[src/rtl/dmem_bridge_pkg.sv]
// Shared types and constants for the DMEM bus bridge.
package dmem_bridge_pkg;

    localparam int BE_W                = 4;
    localparam int TIMEOUT_CYCLES_DFLT = 64;

    typedef enum logic [1:0] {
        ST_IDLE = 2'd0,
        ST_REQ  = 2'd1,
        ST_WAIT = 2'd2,
        ST_DONE = 2'd3
    } state_e;

endpackage

[src/rtl/dmem_timeout_ctr.sv]
// Bus access watchdog: a down-counter reloaded on clear, terminal count at zero.
// Instantiated by dmem_bus_bridge only when DMEM_TIMEOUT_EN is defined.
module dmem_timeout_ctr #(
    parameter int TIMEOUT_CYCLES = 64
) (
    input  logic clk,
    input  logic reset_n,
    input  logic clear_i,
    input  logic enable_i,
    output logic expire_o
);

    localparam int CW = $clog2(TIMEOUT_CYCLES) + 1;
    localparam logic [CW-1:0] RELOAD = CW'(TIMEOUT_CYCLES - 1);

    logic [CW-1:0] cnt_q;
    logic [CW-1:0] cnt_d;

    always_comb begin
        cnt_d = cnt_q;
        if (clear_i) begin
            cnt_d = RELOAD;
        end else if (enable_i && (cnt_q != '0)) begin
            cnt_d = cnt_q - 1'b1;
        end
    end

    always_ff @(posedge clk or negedge reset_n) begin
        if (!reset_n) begin
            cnt_q <= RELOAD;
        end else begin
            cnt_q <= cnt_d;
        end
    end

    // Zero here means TIMEOUT_CYCLES cycles have elapsed since the reload.
    assign expire_o = enable_i && (cnt_q == '0);

endmodule

[src/rtl/dmem_bus_bridge.sv]
// Runs a single-cycle DMEM request from the control block as a valid/ready bus access,
// stalling the core until it completes. Optional watchdog: DMEM_TIMEOUT_EN.
//
// state | meaning
// IDLE  | waiting for a load/store; latches the request fields
// REQ   | req_valid high, fields frozen until accepted
// WAIT  | load accepted, waiting for rsp_valid
// DONE  | stall released for one cycle so the core retires
module dmem_bus_bridge
    import dmem_bridge_pkg::*;
#(
    parameter int AW             = 32,
    parameter int TIMEOUT_CYCLES = TIMEOUT_CYCLES_DFLT
) (
    input  logic            clk,
    input  logic            reset_n,
    input  logic            mem_rd,
    input  logic [AW-1:0]   daddr,
    input  logic [BE_W-1:0] dwe,
    input  logic [31:0]     dwdata,
    output logic            stall,
    output logic [31:0]     drdata,
    output logic            bus_err,
    output logic            req_valid,
    input  logic            req_ready,
    output logic [AW-1:0]   req_addr,
    output logic [BE_W-1:0] req_we,
    output logic [31:0]     req_wdata,
    input  logic            rsp_valid,
    input  logic [31:0]     rsp_rdata
);

    state_e          state_q;
    logic            req_valid_q;
    logic [AW-1:0]   req_addr_q;
    logic [BE_W-1:0] req_we_q;
    logic [31:0]     req_wdata_q;
    logic [31:0]     drdata_q;
    logic            bus_err_q;

    logic            is_store;
    logic            acc;
    logic [AW-1:0]   req_addr_d;
    logic [BE_W-1:0] req_we_d;
    logic            expire;

`ifdef SYNTHESIS
    assign is_store = |dwe;
`else
    // Non-memory instructions may leave dwe undriven; X there must not start a store.
    assign is_store = !$isunknown(dwe) && (|dwe);
`endif

    assign acc        = is_store | mem_rd;
    assign stall      = acc && (state_q != ST_DONE);
    assign req_addr_d = daddr & ~AW'(3);
    assign req_we_d   = is_store ? dwe : '0;

`ifdef DMEM_TIMEOUT_EN
    dmem_timeout_ctr #(
        .TIMEOUT_CYCLES (TIMEOUT_CYCLES)
    ) u_timeout (
        .clk      (clk),
        .reset_n  (reset_n),
        .clear_i  ((state_q == ST_IDLE) && acc),
        .enable_i ((state_q == ST_REQ) || (state_q == ST_WAIT)),
        .expire_o (expire)
    );
`else
    assign expire = 1'b0;
`endif

    always_ff @(posedge clk or negedge reset_n) begin
        if (!reset_n) begin
            state_q     <= ST_IDLE;
            req_valid_q <= 1'b0;
            req_addr_q  <= '0;
            req_we_q    <= '0;
            req_wdata_q <= '0;
            drdata_q    <= '0;
            bus_err_q   <= 1'b0;
        end else begin
            case (state_q)
                ST_IDLE: begin
                    if (acc) begin
                        req_addr_q  <= req_addr_d;
                        req_we_q    <= req_we_d;
                        req_wdata_q <= dwdata;
                        req_valid_q <= 1'b1;
                        state_q     <= ST_REQ;
                    end
                end
                ST_REQ: begin
                    // Stores are posted: no response phase after acceptance.
                    if (req_ready) begin
                        req_valid_q <= 1'b0;
                        state_q     <= (req_we_q != '0) ? ST_DONE : ST_WAIT;
                    end else if (expire) begin
                        req_valid_q <= 1'b0;
                        drdata_q    <= '0;
                        bus_err_q   <= 1'b1;
                        state_q     <= ST_DONE;
                    end
                end
                ST_WAIT: begin
                    if (rsp_valid) begin
                        drdata_q <= rsp_rdata;
                        state_q  <= ST_DONE;
                    end else if (expire) begin
                        drdata_q  <= '0;
                        bus_err_q <= 1'b1;
                        state_q   <= ST_DONE;
                    end
                end
                ST_DONE: begin
                    state_q <= ST_IDLE;
                end
                default: begin
                    state_q <= ST_IDLE;
                end
            endcase
        end
    end

    assign req_valid = req_valid_q;
    assign req_addr  = req_addr_q;
    assign req_we    = req_we_q;
    assign req_wdata = req_wdata_q;
    assign drdata    = drdata_q;
    assign bus_err   = bus_err_q;

endmodule

[config.mk]
export PLATFORM = sky130hd
export DESIGN_NAME = dmem_bus_bridge
export DESIGN_NICKNAME = d
export VERILOG_FILES = /design/src/rtl/dmem_bridge_pkg.sv /design/src/rtl/dmem_timeout_ctr.sv /design/src/rtl/dmem_bus_bridge.sv
export SDC_FILE = /design/constraint.sdc
export NUM_CORES = 1
export LEC_CHECK = 0
export BUFFER_PORTS_ARGS = -buffer_cell sky130_fd_sc_hd__buf_2
export CELL_PAD_IN_SITES_DETAIL_PLACEMENT = 1
export CELL_PAD_IN_SITES_GLOBAL_PLACEMENT = 1
export CORE_UTILIZATION = 25
export CTS_CLUSTER_DIAMETER = 80
export DETAILED_ROUTE_END_ITERATION = 7
export PLACE_DENSITY_LB_ADDON = 0.1
export SLEW_MARGIN = 20
export SYNTH_ARGS = -nofsm -noshare
export SYNTH_HDL_FRONTEND = slang
export SYNTH_SLANG_ARGS = --single-unit
[constraint.sdc]
create_clock -name clk -period 2.5 [get_ports clk]
set_input_delay 0.375 -clock clk [delete_from_list [all_inputs] [get_ports clk]]
set_output_delay 0.375 -clock clk [all_outputs]
set_load 0.01 [all_outputs]
Word level (Yosys, flattened, before mapping)
Cells that the tools add are included.
Word-level totals
  word-level logic and storage cells: 32
  output and inout port bits: 103
  input bits: 105
  register bits: 101
Operators by class
  equal/unequal tests: 7
  reductions and logical operators: 9
  bitwise gates (word level): 1
  muxes and demuxes: 9
Operators by type and width (count)
  $ne 2x2->1 const B: 4
  $pmux 2 s4: 1
  $mux 2: 3
  $reduce_and 3->1: 2
  $eq 2x2->1 const B: 2
  $mux 4: 1
  $reduce_and 2->1: 2
  $reduce_bool 4->1: 1
  $reduce_or 4->1: 1
  $mux 1: 3
  $eq 2x1->1 const B: 1
  $logic_not 2->1: 1
  $pmux 1 s2: 1
  $reduce_bool 2->1: 1
  $logic_and 1x1->1: 1
  $or 1x1->1: 1

Depth between registers and ports, before layout
  depth after elaboration: 4
  mapped depth: 6
  depth with buffers taken out: 5

Least setup slack after synthesis
OpenSTA, ideal clock, no wires.
  kind: input -> register
  start point: input port dwe[1]
  end point: register req_addr_q[10] (netlist: req_addr[10])
  arrival: 1682 ps
  setup time: 125 ps
  required time: 2375 ps
  setup slack: 693 ps
  stages: 5
  cell sequence: or4_4 > o21ai_4 > buf_8 > buf_12 > mux2_4
On the way
  longest elaborated chain between the ends: 3
Ends and longest elaborated chain
  start: declaration: line dmem_bus_bridge.sv:19  | input logic [BE_W-1:0] dwe,
  $reduce_or 4->1: line dmem_bus_bridge.sv:48  | assign is_store = |dwe;
  $or 1x1->1: line dmem_bus_bridge.sv:54  | assign acc = is_store | mem_rd;
  $reduce_and 2->1 (no line)
  end signal: assignment: line dmem_bus_bridge.sv:86  | req_addr_q <= req_addr_d;
  end: declaration: line dmem_bus_bridge.sv:35  | logic [AW-1:0] req_addr_q;
Every way passes these cells.
A chain may end at the register's enable or synchronous reset.

Final worst setup path
  start point: register state_q[0]
  end point: register state_q[1]
On the way
  longest elaborated chain between the ends: 3
Ends and longest elaborated chain
  start: declaration: line dmem_bus_bridge.sv:33  | state_e state_q;
  start signal: assignment: line dmem_bus_bridge.sv:97  | state_q <= (req_we_q != '0) ? ST_DONE : ST_WAIT;
  $eq 2x2->1 (tied with other cells): line dmem_bus_bridge.sv:83  | case (state_q)
  $ne 2x2->1 (no line)
  $reduce_and 3->1 (no line)
Several ways; a longest one is shown, not always the timed one.

==> run summary <==
outcome -> complete, no violations
max cap viols -> 0
Req. time, crit path -> 2730 ps
Iteration-0 DRC Markers -> 49
PnR Total Power -> 7.79 mW
# resized after CTS -> 0
Int Pwr -> 5.28 mW
crit share post-route -> 76.9%
FP Rows -> 46
clock skew -> 8.48 ps
Setup TNS -> 0 ps
first-pass GRT wire length -> 15300 um
cts bufs inserted -> 9
Switch Pwr -> 2.51 mW
CTS H-tree depth -> 3
die height -> 131 um
DP Area -> 5360 sq um
# setup viols final -> 0
clk sinks -> 101
Seq pwr share -> 37.3%
Boundary Pins -> 208
clk_lat worst skew -> 350 ps
residual overflow from global routing -> 0
CP max stage cell -> a221oi_1
post-synth top area share -> 61.0%
Final ANT Viol Nets -> 0
vias in the first global route -> 2898
Total Die Area -> 17100 sq um
CTS tree -> built
cts hold-fix bufs -> 1
crit path launch type -> flop
fin nets -> 559
Hold Fails Final Rpt -> 0
Worst path max stage delay -> 450 ps
Yosys top cell by area -> dfrtp_1
Final HPWL DP -> 7620 um
Max Fclk -> 520 MHz
total number of vias -> 2698
top cells by area, synth -> dfrtp_1 (61%), mux2_2 (16%), mux2_4 (15%), buf_12 (1.9%), ha_1 (1.5%)
Pins Over Slew Limit -> 0
Cell Area, Synth -> 4140 sq um
clk slew on worst S/H paths -> 70 ps
CP max FO -> 5
vias per std cell -> 4.03
clock root buffer -> clkbuf_16
Switching Share -> 32.2%
Longest Clk Path Bufs -> 2
distinct cell type count after synthesis -> 22
Avg Inst Size Synth -> 17.3 sq um
wire length per cell -> 15.4 um
WL final -> 10300 um
Yosys warning total -> 0
Slew headroom -> 66.5%
All-Layer GR Usage -> 12.1%
unrepaired setup endpoints after global routing -> false
setup bufs post-CTS -> 0
Syn-to-layout area delta -> 37.1%
Starting Density -> 25.9%
class of the worst hold path -> primary input to flop
ant diodes -> 0
Crit path max-delay family -> compound AO/OA/AOI/OAI gates
DRC -> 0
Crit. End Element -> flop
gpl congestion -> 0.675
Design Area, Final -> 5680 sq um
WP buf/inv -> 1
PwrDens -> 1370 nW/um^2
largest net degree at the start of global routing -> 49
clock share of power -> 19.0%
Die W -> 131 um
min Tclk post-route -> 1920 ps
core box area -> 16000 sq um
Seq/Total Area, Yosys -> 61.0%
Worst Path Arrival -> 2150 ps
synthesized flop and latch total -> 101
cell chain of the critical path -> inv_1 > ha_1 > nor2b_1 > a221oi_1 > mux2_2
Buffers on Ports -> 202
Gate power share -> 43.7%
LEAKAGE -> 2.89 nW
initial antenna violation count -> 0
WS Path Type -> flop to flop
share of cells above drive strength 1 -> 70.9%
actual slew at the worst max-slew pin -> 498 ps
drt pass-1 iters -> 3
cell count after synthesis -> 240
Max VDD drop -> 0.685 mV
[synth_stat cells]
cell        n
buf_1       3
or4_1       1
or4_4       1
mux2_4     40
o311ai_0    1
ha_1        5
a221oi_1    1
nor2b_1     3
nor2_1      2
buf_4       5
mux2_2     59
mux2i_1     1
nor4_1      1
nand2_1     3
dfrtp_1   101
buf_8       1
nand4b_1    1
buf_12      4
inv_1       4
o21ai_4     1
a311oi_1    1
conb_1      1
[worst register-to-register path: stages, from the launching register on]
cell,delay (ps)
dfrtp_1,410
inv_1,120
ha_1,290
nor2b_1,160
a221oi_1,450
mux2_2,390
[layer usage]
| metal | up-vias | part of all wire [%] | global-route usage (%) |
|---|---|---|---|
| met5 | - | 0 | 0 |
| met4 | 0 | 1.6 | 5.07 |
| met3 | 11 | 6.9 | 3.87 |
| met2 | 101 | 52 | 21.6 |
| met1 | 1340 | 39 | 13.3 |
| li1 | 1246 | - | - |
[state kept, by name, indices dropped and copies added (netlist names)]
name       flops
req_addr      30
req_wdata     32
drdata        32
req_valid      1
state_q        2
req_we         4
[logic make-up after synthesis]
kind of cell | after synthesis | share of synthesized area (%)
adder cells (fa/ha/maj) | 5 | 1.51
other | 1 | 0.0905
buffers and inverters | 17 | 3.84
AO/OA/AOI/OAI | 4 | 1.03
multiplexers | 100 | 30.8
AND/OR/NAND/NOR | 12 | 1.72
flip-flops | 101 | 61.0
[power by group through the flow]
| stage | Combinational (mW) | Sequential, mW | Clock [mW] |
|---|---|---|---|
| finish | 3.41 | 2.91 | 1.48 |
| global route | 3.71 | 3.02 | 1.62 |
| CTS | 3.50 | 2.92 | 1.56 |
| detailed placement | 3.48 | 2.94 | 0 |
| global placement | 3.44 | 2.90 | 0 |
| floorplan | 1.89 | 3.33 | 0 |
[cell type report]
class                      instances  area, sq um
sequential                       101         2530
timing repair buffer             209         1090
fill                            1763        10300
clock buffer                      12          236
tap                              216          270
inverter                           4         15.0
multi-input combinational        124         1460
clock inverter                     4         72.6
[worst paths after layout]
| path | startpoint | to | slack (ps) | cells past startpoint |
|---|---|---|---|---|
| worst max-delay path | state_q[0] | state_q[1] | 580 | 5 |
| worst min-delay path | dwdata[0] | req_wdata[0] | 260 | 2 |
| worst max register to register | state_q[0] | state_q[1] | 580 | 5 |
| worst min register to register | req_wdata[25] | req_wdata[25] | 500 | 1 |
| max in group asynchronous | reset_n | req_addr[11] | 1210 | 3 |
| min in group asynchronous | reset_n | req_addr[28] | 520 | 2 |
[stage by stage]
stage	setup slack [ps]	std cells	hold slack, ps	util (%)
after floorplan	693	242	79.4	-
after global placement	369	653	339	33.5
after detailed placement	362	653	341	33.5
after CTS	544	670	235	35.5
after global routing	489	670	241	35.5
final	578	670	256	35.5
[cell usage in the layout, fill, tap and decap left out]
master         netlist  layout
conb_1               1       3
or4_4                1       1
nand2_1              3       3
mux2i_1              1       1
a221oi_1             1       1
dfrtp_1            101     101
bufinv_16            0       2
nor4_1               1       1
or4_1                1       1
buf_4                5       5
clkinv_2             0       1
mux2_4              40      40
buf_12               4       2
nor2_1               2       2
clkinvlp_4           0       1
inv_1                4       4
o311ai_0             1       1
dlygate4sd3_1        0       1
clkbuf_1             0       3
buf_2                0     201
o21ai_4              1       1
a311oi_1             1       1
nor2b_1              3       3
nand4b_1             1       1
mux2_2              59      59
ha_1                 5       5
clkbuf_16            0       9
Note: power is estimated with default switching activity, not from simulation.
